[config.mk]
export PLATFORM = sky130hd
export DESIGN_NAME = decim_mac_scheduler
export DESIGN_NICKNAME = d
export VERILOG_FILES = /design/src/rtl/decim_mac_scheduler.sv
export SDC_FILE = /design/constraint.sdc
export NUM_CORES = 1
export LEC_CHECK = 0
export CORE_MARGIN = 5
export CORE_UTILIZATION = 35
export CTS_BUF_LIST = sky130_fd_sc_hd__clkbuf_16
export DETAILED_ROUTE_END_ITERATION = 12
export GPL_TIMING_DRIVEN = 0
export PLACE_DENSITY_LB_ADDON = 0.2
export SYNTH_ARGS = -nofsm -noshare
export SYNTH_HDL_FRONTEND = slang
export SYNTH_SLANG_ARGS = --single-unit
[constraint.sdc]
create_clock -name clk -period 2.5 [get_ports clk]
set_input_delay 0.75 -clock clk [delete_from_list [all_inputs] [get_ports clk]]
set_output_delay 0.75 -clock clk [all_outputs]
set_load 0.05 [all_outputs]
[src/rtl/decim_mac_scheduler.sv]
// Shared-MAC scheduler for the FIR and two halfband decimation stages: fixed-priority
// arbitration, tap sequencing with clear/last strobes, completion pulses and overrun flags.
module decim_mac_scheduler #(
    parameter int FIR_NUM_TAPS = 26,
    parameter int HB_NUM_TAPS  = 7,
    parameter int TAP_W        = 5
) (
    input  logic             clk,
    input  logic             rst,
    input  logic             en,
    input  logic [2:0]       req,
    output logic [2:0]       gnt,
    output logic [TAP_W-1:0] tap_idx,
    output logic             mac_en,
    output logic             mac_clr,
    output logic             mac_last,
    output logic [2:0]       done,
    output logic             busy,
    output logic [2:0]       overrun
);

    localparam logic [TAP_W-1:0] FIR_LAST = TAP_W'(FIR_NUM_TAPS - 1);
    localparam logic [TAP_W-1:0] HB_LAST  = TAP_W'(HB_NUM_TAPS - 1);
    localparam logic [TAP_W-1:0] HB_CTR   = TAP_W'((HB_NUM_TAPS - 1) / 2);

    typedef enum logic [1:0] {IDLE, RUN, DONE} state_t;

    state_t           state, state_n;
    logic [2:0]       pending, pending_n;
    logic [2:0]       gnt_n, done_n, overrun_n, winner, grant_now, active;
    logic [TAP_W-1:0] tap_n;
    logic             mac_en_n, mac_clr_n, mac_last_n, busy_n, start;

    // Halfband walks the even taps and detours through the odd centre tap.
    function automatic logic [TAP_W-1:0] next_tap(input logic [TAP_W-1:0] t, input logic is_fir);
        if (is_fir || t == HB_CTR || t + 1'b1 == HB_CTR)
            return t + 1'b1;
        return t + TAP_W'(2);
    endfunction

    always_comb begin
        state_n    = state;
        gnt_n      = gnt;
        tap_n      = '0;
        mac_en_n   = 1'b0;
        mac_clr_n  = 1'b0;
        mac_last_n = 1'b0;
        done_n     = '0;
        grant_now  = '0;
        start      = 1'b0;

        winner = '0;
        if (pending[0])      winner = 3'b001;
        else if (pending[1]) winner = 3'b010;
        else if (pending[2]) winner = 3'b100;

        active = pending | ((state == RUN) ? gnt : 3'b000);

        case (state)
            IDLE: start = en && (|pending);
            RUN: begin
                if (mac_last) begin
                    state_n = DONE;
                    done_n  = gnt;
                    gnt_n   = '0;
                end else begin
                    tap_n      = next_tap(tap_idx, gnt[0]);
                    mac_en_n   = 1'b1;
                    mac_last_n = (tap_n == (gnt[0] ? FIR_LAST : HB_LAST));
                end
            end
            DONE: begin
                start   = en && (|pending);
                state_n = IDLE;
            end
            default: state_n = IDLE;
        endcase

        if (start) begin
            state_n   = RUN;
            gnt_n     = winner;
            grant_now = winner;
            tap_n     = '0;
            mac_en_n  = 1'b1;
            mac_clr_n = 1'b1;
        end

        // A request for a stage already queued or running is flagged, not re-queued.
        pending_n = (pending & ~grant_now) | (req & ~active);
        overrun_n = overrun | (req & active);
        busy_n    = (state_n != IDLE) || (|pending_n);
    end

    always_ff @(posedge clk) begin
        if (rst) begin
            state    <= IDLE;
            pending  <= '0;
            gnt      <= '0;
            tap_idx  <= '0;
            mac_en   <= 1'b0;
            mac_clr  <= 1'b0;
            mac_last <= 1'b0;
            done     <= '0;
            busy     <= 1'b0;
            overrun  <= '0;
        end else begin
            state    <= state_n;
            pending  <= pending_n;
            gnt      <= gnt_n;
            tap_idx  <= tap_n;
            mac_en   <= mac_en_n;
            mac_clr  <= mac_clr_n;
            mac_last <= mac_last_n;
            done     <= done_n;
            busy     <= busy_n;
            overrun  <= overrun_n;
        end
    end

endmodule

==> results.py, run 1 <==
metrics = {
    "critical_path": {
        "r2r-end": "mac_last$_SDFF_PP0_",
        "slowest_delay_ns": 0.86,
        "cp-startpoint": "gnt[0]$_SDFFE_PP0P_",
        "criticalPathCategory": "reg2out",
        "worstPathCellList": "clkdlybuf4s50_1",
        "r2r_cells": 6,
        "endpoint_kind": "primary output",
        "cp.arrival_ns": 1.60,
        "worstPathMaxFanout": 7,
        "cp_top_family": "buffers and inverters",
        "worstPathRequired_ns": 1.75,
        "path_depth": 1,
        "critPathLaunchType": "flip-flop",
        "worst-path-buf-inv": 1,
        "cp_slowest_cell": "clkdlybuf4s50_1",
        "critPathCapture": "gnt[0]",
        "r2r_start": "tap_idx[1]$_SDFF_PP0_",
        "rrSetupSlack_ns": 0.35,
    },
    "power": {
        "ir_drop_mv": 0.2880,
        "p_per_area_nw_per_um2": 674.4,
        "p_leak_uw": 0.0005317,
    },
    "logic_synthesis": {
        "synth_area_per_cell_um2": 9.093,
        "synthesis.area_um2": 1055,
        "synth_top_area_share": 0.4365,
        "async_flop_share": 0,
        "yosysWarnings": 0,
        "synth.top_cells.by_area": "dfxtp_1, nor2_1, a21oi_1",
        "syn_inst": 116,
        "synth_cell_types": 32,
        "synth_edf_count": 0,
        "synth-seq-area-share": 0.4365,
        "synth_top_cell_by_area": "dfxtp_1",
        "ys.flop_type": "dfxtp_1",
        "synthesis.nets": 125,
        "ys_seq_elements": 23,
    },
    "floorplanning": {
        "die_area_um2": 4211,
        "die_h_um": 64.90,
        "die_x_um": 64.90,
        "coreArea_um2": 2978,
        "fp-row-count": 20,
        "boundaryPins": 24,
        "floorplan.initialDensity": 0.3542,
    },
    "layout": {
        "drive_gt1_frac": 0.09091,
        "nets": 153,
        "num_antenna_cells": 0,
        "layout_common_cells": "dfxtp_1, clkdlybuf4s50_1, nor2_1",
        "syn2layout_area_growth_pct": 33.33,
    },
    "status": {
        "status": "completed",
    },
    "timing": {
        "final-setup-viol-count": 0,
        "fin_crit_ns": 2.349,
        "whs_ns": 0.4688,
        "worst_slew_pin_slew_ns": 0.5333,
        "rsz0062_at_grt": "false",
        "slew_headroom": 0.6414,
        "finalSetupTns_ns": 0,
        "max_freq_mhz": 425.7,
        "finalCritPeriodShare": 0.9396,
        "clock-skew-final_ns": 0.001919,
        "fin_ws_ns": 0.1510,
        "slew_violations": 0,
        "finalHoldViolCount": 0,
    },
    "global_routing": {
        "grt_pass1_wl_um": 3781,
        "overflow": 0,
        "grt_pass1_vias": 848,
        "grt_max_degree": 14,
        "grt_use_total": 0.1183,
        "antenna_found_initial": 0,
    },
    "cts": {
        "path_clk_slew_ns": 0.06,
        "cts.htree.levels": 1,
        "cts-buffers-inserted": 3,
        "clkSinkCount": 23,
        "cts_root_buf": "clkbuf_16",
        "cts_hold_buf": 0,
        "insertion_delay_ns": 0.26,
        "cts_tree": "done",
        "post_cts_buffers": 0,
        "clock_path_buffers": 2,
        "cts.repair.resized": 0,
    },
    "drt": {
        "routed_wl_um": 2212,
        "vias": 891,
        "drtAntennaViolNets": 0,
        "vias_per_cell": 5.063,
        "firstDrtPassIters": 2,
        "first_iter_violations": 15,
        "wl_per_cell_um": 12.57,
        "route.detailed.drc": 0,
    },
    "place": {
        "gp_congestion": 0.8352,
        "dp_hpwl_um": 1627,
        "portBuffers": 23,
        "pre_cts_slack_ns": 0.2108,
    },
    "job": {
        "maxCapViolCount": 0,
    },
    "worst_hold_path": {
        "holdCritStartpoint": "overrun[2]$_SDFF_PP0_",
        "min_path_type": "reg2reg",
    },
}
==> registers in the layout, indices dropped and copies added, names as in the netlist, 2 cells and up <==
register  flops
state         2
tap_idx       5
done          3
pending       3
gnt           3
overrun       3
==> cells by family (layout without fill, tap and decap cells) <==
logic type,Yosys count,after routing,synth area share
buf+inv,7,34,0.03321
compound gates,29,29,0.1874
mux,1,1,0.009490
flops,23,23,0.4365
fa+ha+maj,3,3,0.03559
xor+xnor,6,6,0.05695
simple gates,47,47,0.2408
==> worst min-delay path by stage <==
stage          slack, ns                     to  cells past startpoint
3_3_place_gp        0.45  overrun[2]$_SDFF_PP0_                      2
4_1_cts             0.47  overrun[2]$_SDFF_PP0_                      2
2_1_floorplan       0.48  pending[2]$_SDFF_PP0_                      2
3_5_place_dp        0.46  overrun[2]$_SDFF_PP0_                      2
6_report            0.47  overrun[2]$_SDFF_PP0_                      2
5_1_grt             0.52  overrun[2]$_SDFF_PP0_                      2
==> area by class of cell <==
class / instances / area, um2
fillers: 292 / 1572
repair buffers: 23 / 230.2
clock buffers: 3 / 75.07
plain buffers: 5 / 27.53
multi-input cells: 86 / 559.3
well taps: 33 / 41.29
flip-flops and latches: 23 / 460.4
clock inverters: 1 / 5.005
inverters: 2 / 7.507
==> routing by layer <==
metal  global-route usage  vias up  part of all wire
li1                     -      467                 -
met1               0.1589      404              0.53
met2               0.1673       15              0.41
met3              0.02080        5             0.030
met4              0.08707        0             0.030
met5                    0        -                 0
==> synth_stat cells, types with 2 or more instances <==
cell and n:
o2111ai_1 2, xnor2_1 2, nand2b_1 5, o31ai_1 2
nor2_1 14, or3_1 2, clkbuf_1 3, a211oi_1 4
nor3_1 3, a21bo_2 2, ha_1 3, a21oi_1 9
a22oi_1 3, nor2b_1 2, xor2_1 3, dfxtp_1 23
and2_1 4, inv_1 2, nand3_1 3, nand2_1 7
nand3b_1 4, o21ai_0 4
==> per-stage QoR <==
stage	utilization	area [um2]	power, uW	instances
after detailed placement	0.4454	1326	605.7	172
after global placement	0.4454	1326	606.6	172
after floorplan	-	1055	546.9	116
final	0.4723	1406	948.5	176
after CTS	0.4723	1406	963.4	176
after global routing	0.4723	1406	1002	176
==> power breakdown <==
group	leakage, uW	switching, uW	total, uW	internal, uW
combinational	0.000303	119	191	72.9
sequential	0.000188	18.2	407	389
clock	0.0000409	135	350	215
total	0.000532	271	948	677
Power figures use the tool's default switching activity.
==> run 2, diff against run 1 <==
--- a/config.mk
+++ b/config.mk
@@ -5,9 +5,9 @@
 export SDC_FILE = /design/constraint.sdc
 export NUM_CORES = 1
 export LEC_CHECK = 0
+export CORE_ASPECT_RATIO = 0.6
 export CORE_MARGIN = 5
 export CORE_UTILIZATION = 35
-export CTS_BUF_LIST = sky130_fd_sc_hd__clkbuf_16
 export DETAILED_ROUTE_END_ITERATION = 12
 export GPL_TIMING_DRIVEN = 0
 export PLACE_DENSITY_LB_ADDON = 0.2
==> run 2 against run 1 <==
Clock-buffer cell count stayed put. Global-route usage up 0.72 points. Via count is 1.6% higher. Routed wire length rose by 8.0%. Sequential share of layout area increased by 0.53 points.
==> results.py, run 2 (synthesized netlist as in run 1, its figures left out) <==
metrics = {
    "status": {
        "status": "completed",
    },
    "cts": {
        "clock_path_buffers": 2,
        "clkSinkCount": 23,
        "post_cts_buffers": 0,
        "path_clk_slew_ns": 0.08,
        "cts_root_buf": "clkbuf_8",
        "cts_tree": "done",
        "cts.repair.resized": 0,
        "cts-buffers-inserted": 3,
        "cts.htree.levels": 1,
        "cts_hold_buf": 0,
        "insertion_delay_ns": 0.27,
    },
    "power": {
        "comb_power_share": 0.234,
        "power.share.sequential": 0.489,
        "p_leak_uw": 0.0005163,
        "switching_power_uw": 258.5,
        "p_int_uw": 572.6,
        "clkPwrFrac": 0.277,
        "switching_share": 0.3110,
        "p_per_area_nw_per_um2": 600.6,
        "ir_drop_mv": 0.3637,
    },
    "layout": {
        "nets": 153,
        "num_antenna_cells": 0,
        "largest_register_ffs": 5,
        "drive_gt1_frac": 0.09091,
        "layout_common_cells": "dfxtp_1, clkdlybuf4s50_1, nor2_1",
        "design_area_um2": 1384,
        "regMostFlops": "tap_idx",
        "syn2layout_area_growth_pct": 31.20,
    },
    "timing": {
        "slew_violations": 0,
        "finalHoldViolCount": 0,
        "worst_slew_pin_slew_ns": 0.5627,
        "clock-skew-final_ns": 0.006351,
        "fin_crit_ns": 2.344,
        "slew_headroom": 0.6217,
        "rsz0062_at_grt": "false",
        "finalSetupTns_ns": 0,
        "final-setup-viol-count": 0,
        "finalCritPeriodShare": 0.9374,
        "max_freq_mhz": 426.7,
        "whs_ns": 0.4753,
    },
    "drt": {
        "vias": 905,
        "wl_per_cell_um": 12.91,
        "first_iter_violations": 76,
        "routed_wl_um": 2389,
        "firstDrtPassIters": 4,
        "route.detailed.drc": 0,
        "drtAntennaViolNets": 0,
        "vias_per_cell": 4.892,
    },
    "critical_path": {
        "cp_slowest_cell": "clkdlybuf4s50_1",
        "r2r_start": "tap_idx[1]$_SDFF_PP0_",
        "critPathLaunchType": "flip-flop",
        "worstPathMaxFanout": 7,
        "worstPathRequired_ns": 1.75,
        "slowest_delay_ns": 0.86,
        "criticalPathCategory": "reg2out",
        "cp-startpoint": "gnt[0]$_SDFFE_PP0P_",
        "worstPathCellList": "clkdlybuf4s50_1",
        "worst-path-buf-inv": 1,
        "cp_top_family": "buffers and inverters",
        "cp.arrival_ns": 1.59,
        "endpoint_kind": "primary output",
    },
    "place": {
        "post_dp_cell_area_um2": 1338,
        "gp_congestion": 0.9203,
        "portBuffers": 23,
        "dp_hpwl_um": 1810,
    },
    "floorplanning": {
        "die_h_um": 52.52,
        "floorplan.initialDensity": 0.3673,
        "fp-row-count": 15,
        "die_x_um": 80.87,
        "boundaryPins": 24,
        "die_area_um2": 4247,
        "coreArea_um2": 2872,
    },
    "worst_hold_path": {
        "holdCritStartpoint": "overrun[0]$_SDFF_PP0_",
        "min_path_type": "reg2reg",
    },
    "global_routing": {
        "grt_max_degree": 14,
        "antenna_found_initial": 0,
        "grt_pass1_vias": 828,
        "grt_pass1_wl_um": 3960,
        "overflow": 0,
        "grt_use_total": 0.1256,
    },
    "job": {
        "maxCapViolCount": 0,
    },
}
## run 2: cell counts in the layout (fill, tap and decap cells not counted)
Identical to the previous run, type by type.
## run 2: worst paths after layout
| path | end | slack, ns | cells after the start |
|---|---|---|---|
| setup / recovery | gnt[0] | 0.16 | 1 |
| hold / removal | overrun[0]$_SDFF_PP0_ | 0.48 | 2 |
| setup reg to reg | mac_last$_SDFF_PP0_ | 0.32 | 6 |
| hold reg to reg | overrun[0]$_SDFF_PP0_ | 0.48 | 2 |
## run 2: per-stage QoR
step | std cells | setup slack (ns) | total power, uW | util
after global placement | 181 | 0.2189 | 607.1 | 0.4658
after global routing | 185 | 0.09376 | 875.3 | 0.4819
final | 185 | 0.1564 | 831.1 | 0.4819
after floorplan | 116 | 0.2210 | 546.9 | -
after CTS | 185 | 0.1346 | 841.3 | 0.4819
after detailed placement | 181 | 0.1508 | 608.7 | 0.4658
## run 2: final cells by class
type / count / area (um2)
well taps: 42 / 52.55
flip-flops and latches: 23 / 460.4
clock inverters: 1 / 5.005
inverters: 2 / 7.507
multi-input cells: 86 / 559.3
plain buffers: 5 / 27.53
repair buffers: 23 / 230.2
clock buffers: 3 / 41.29
fillers: 279 / 1488
## run 2: tightest hold or removal path, cell delays in order (launching register included)
cell     delay [ns]
dfxtp_1        0.33
a21oi_1        0.04
nor2_1         0.07
## run 2: power by group through the flow
stage	registers, uW	clock network [uW]	logic, uW
2_1_floorplan	464	0	82.8
3_3_place_gp	414	0	193
3_5_place_dp	415	0	194
4_1_cts	407	239	195
5_1_grt	410	254	211
6_report	406	230	194
## run 2: per-layer routing
layer  GRT usage  vias to the layer above  wire [um]
li1            -                      467          -
met1      0.1770                      408       1236
met2      0.1662                       26        971
met3     0.04467                        4        143
met4     0.05899                        0         38
met5           0                        -          0
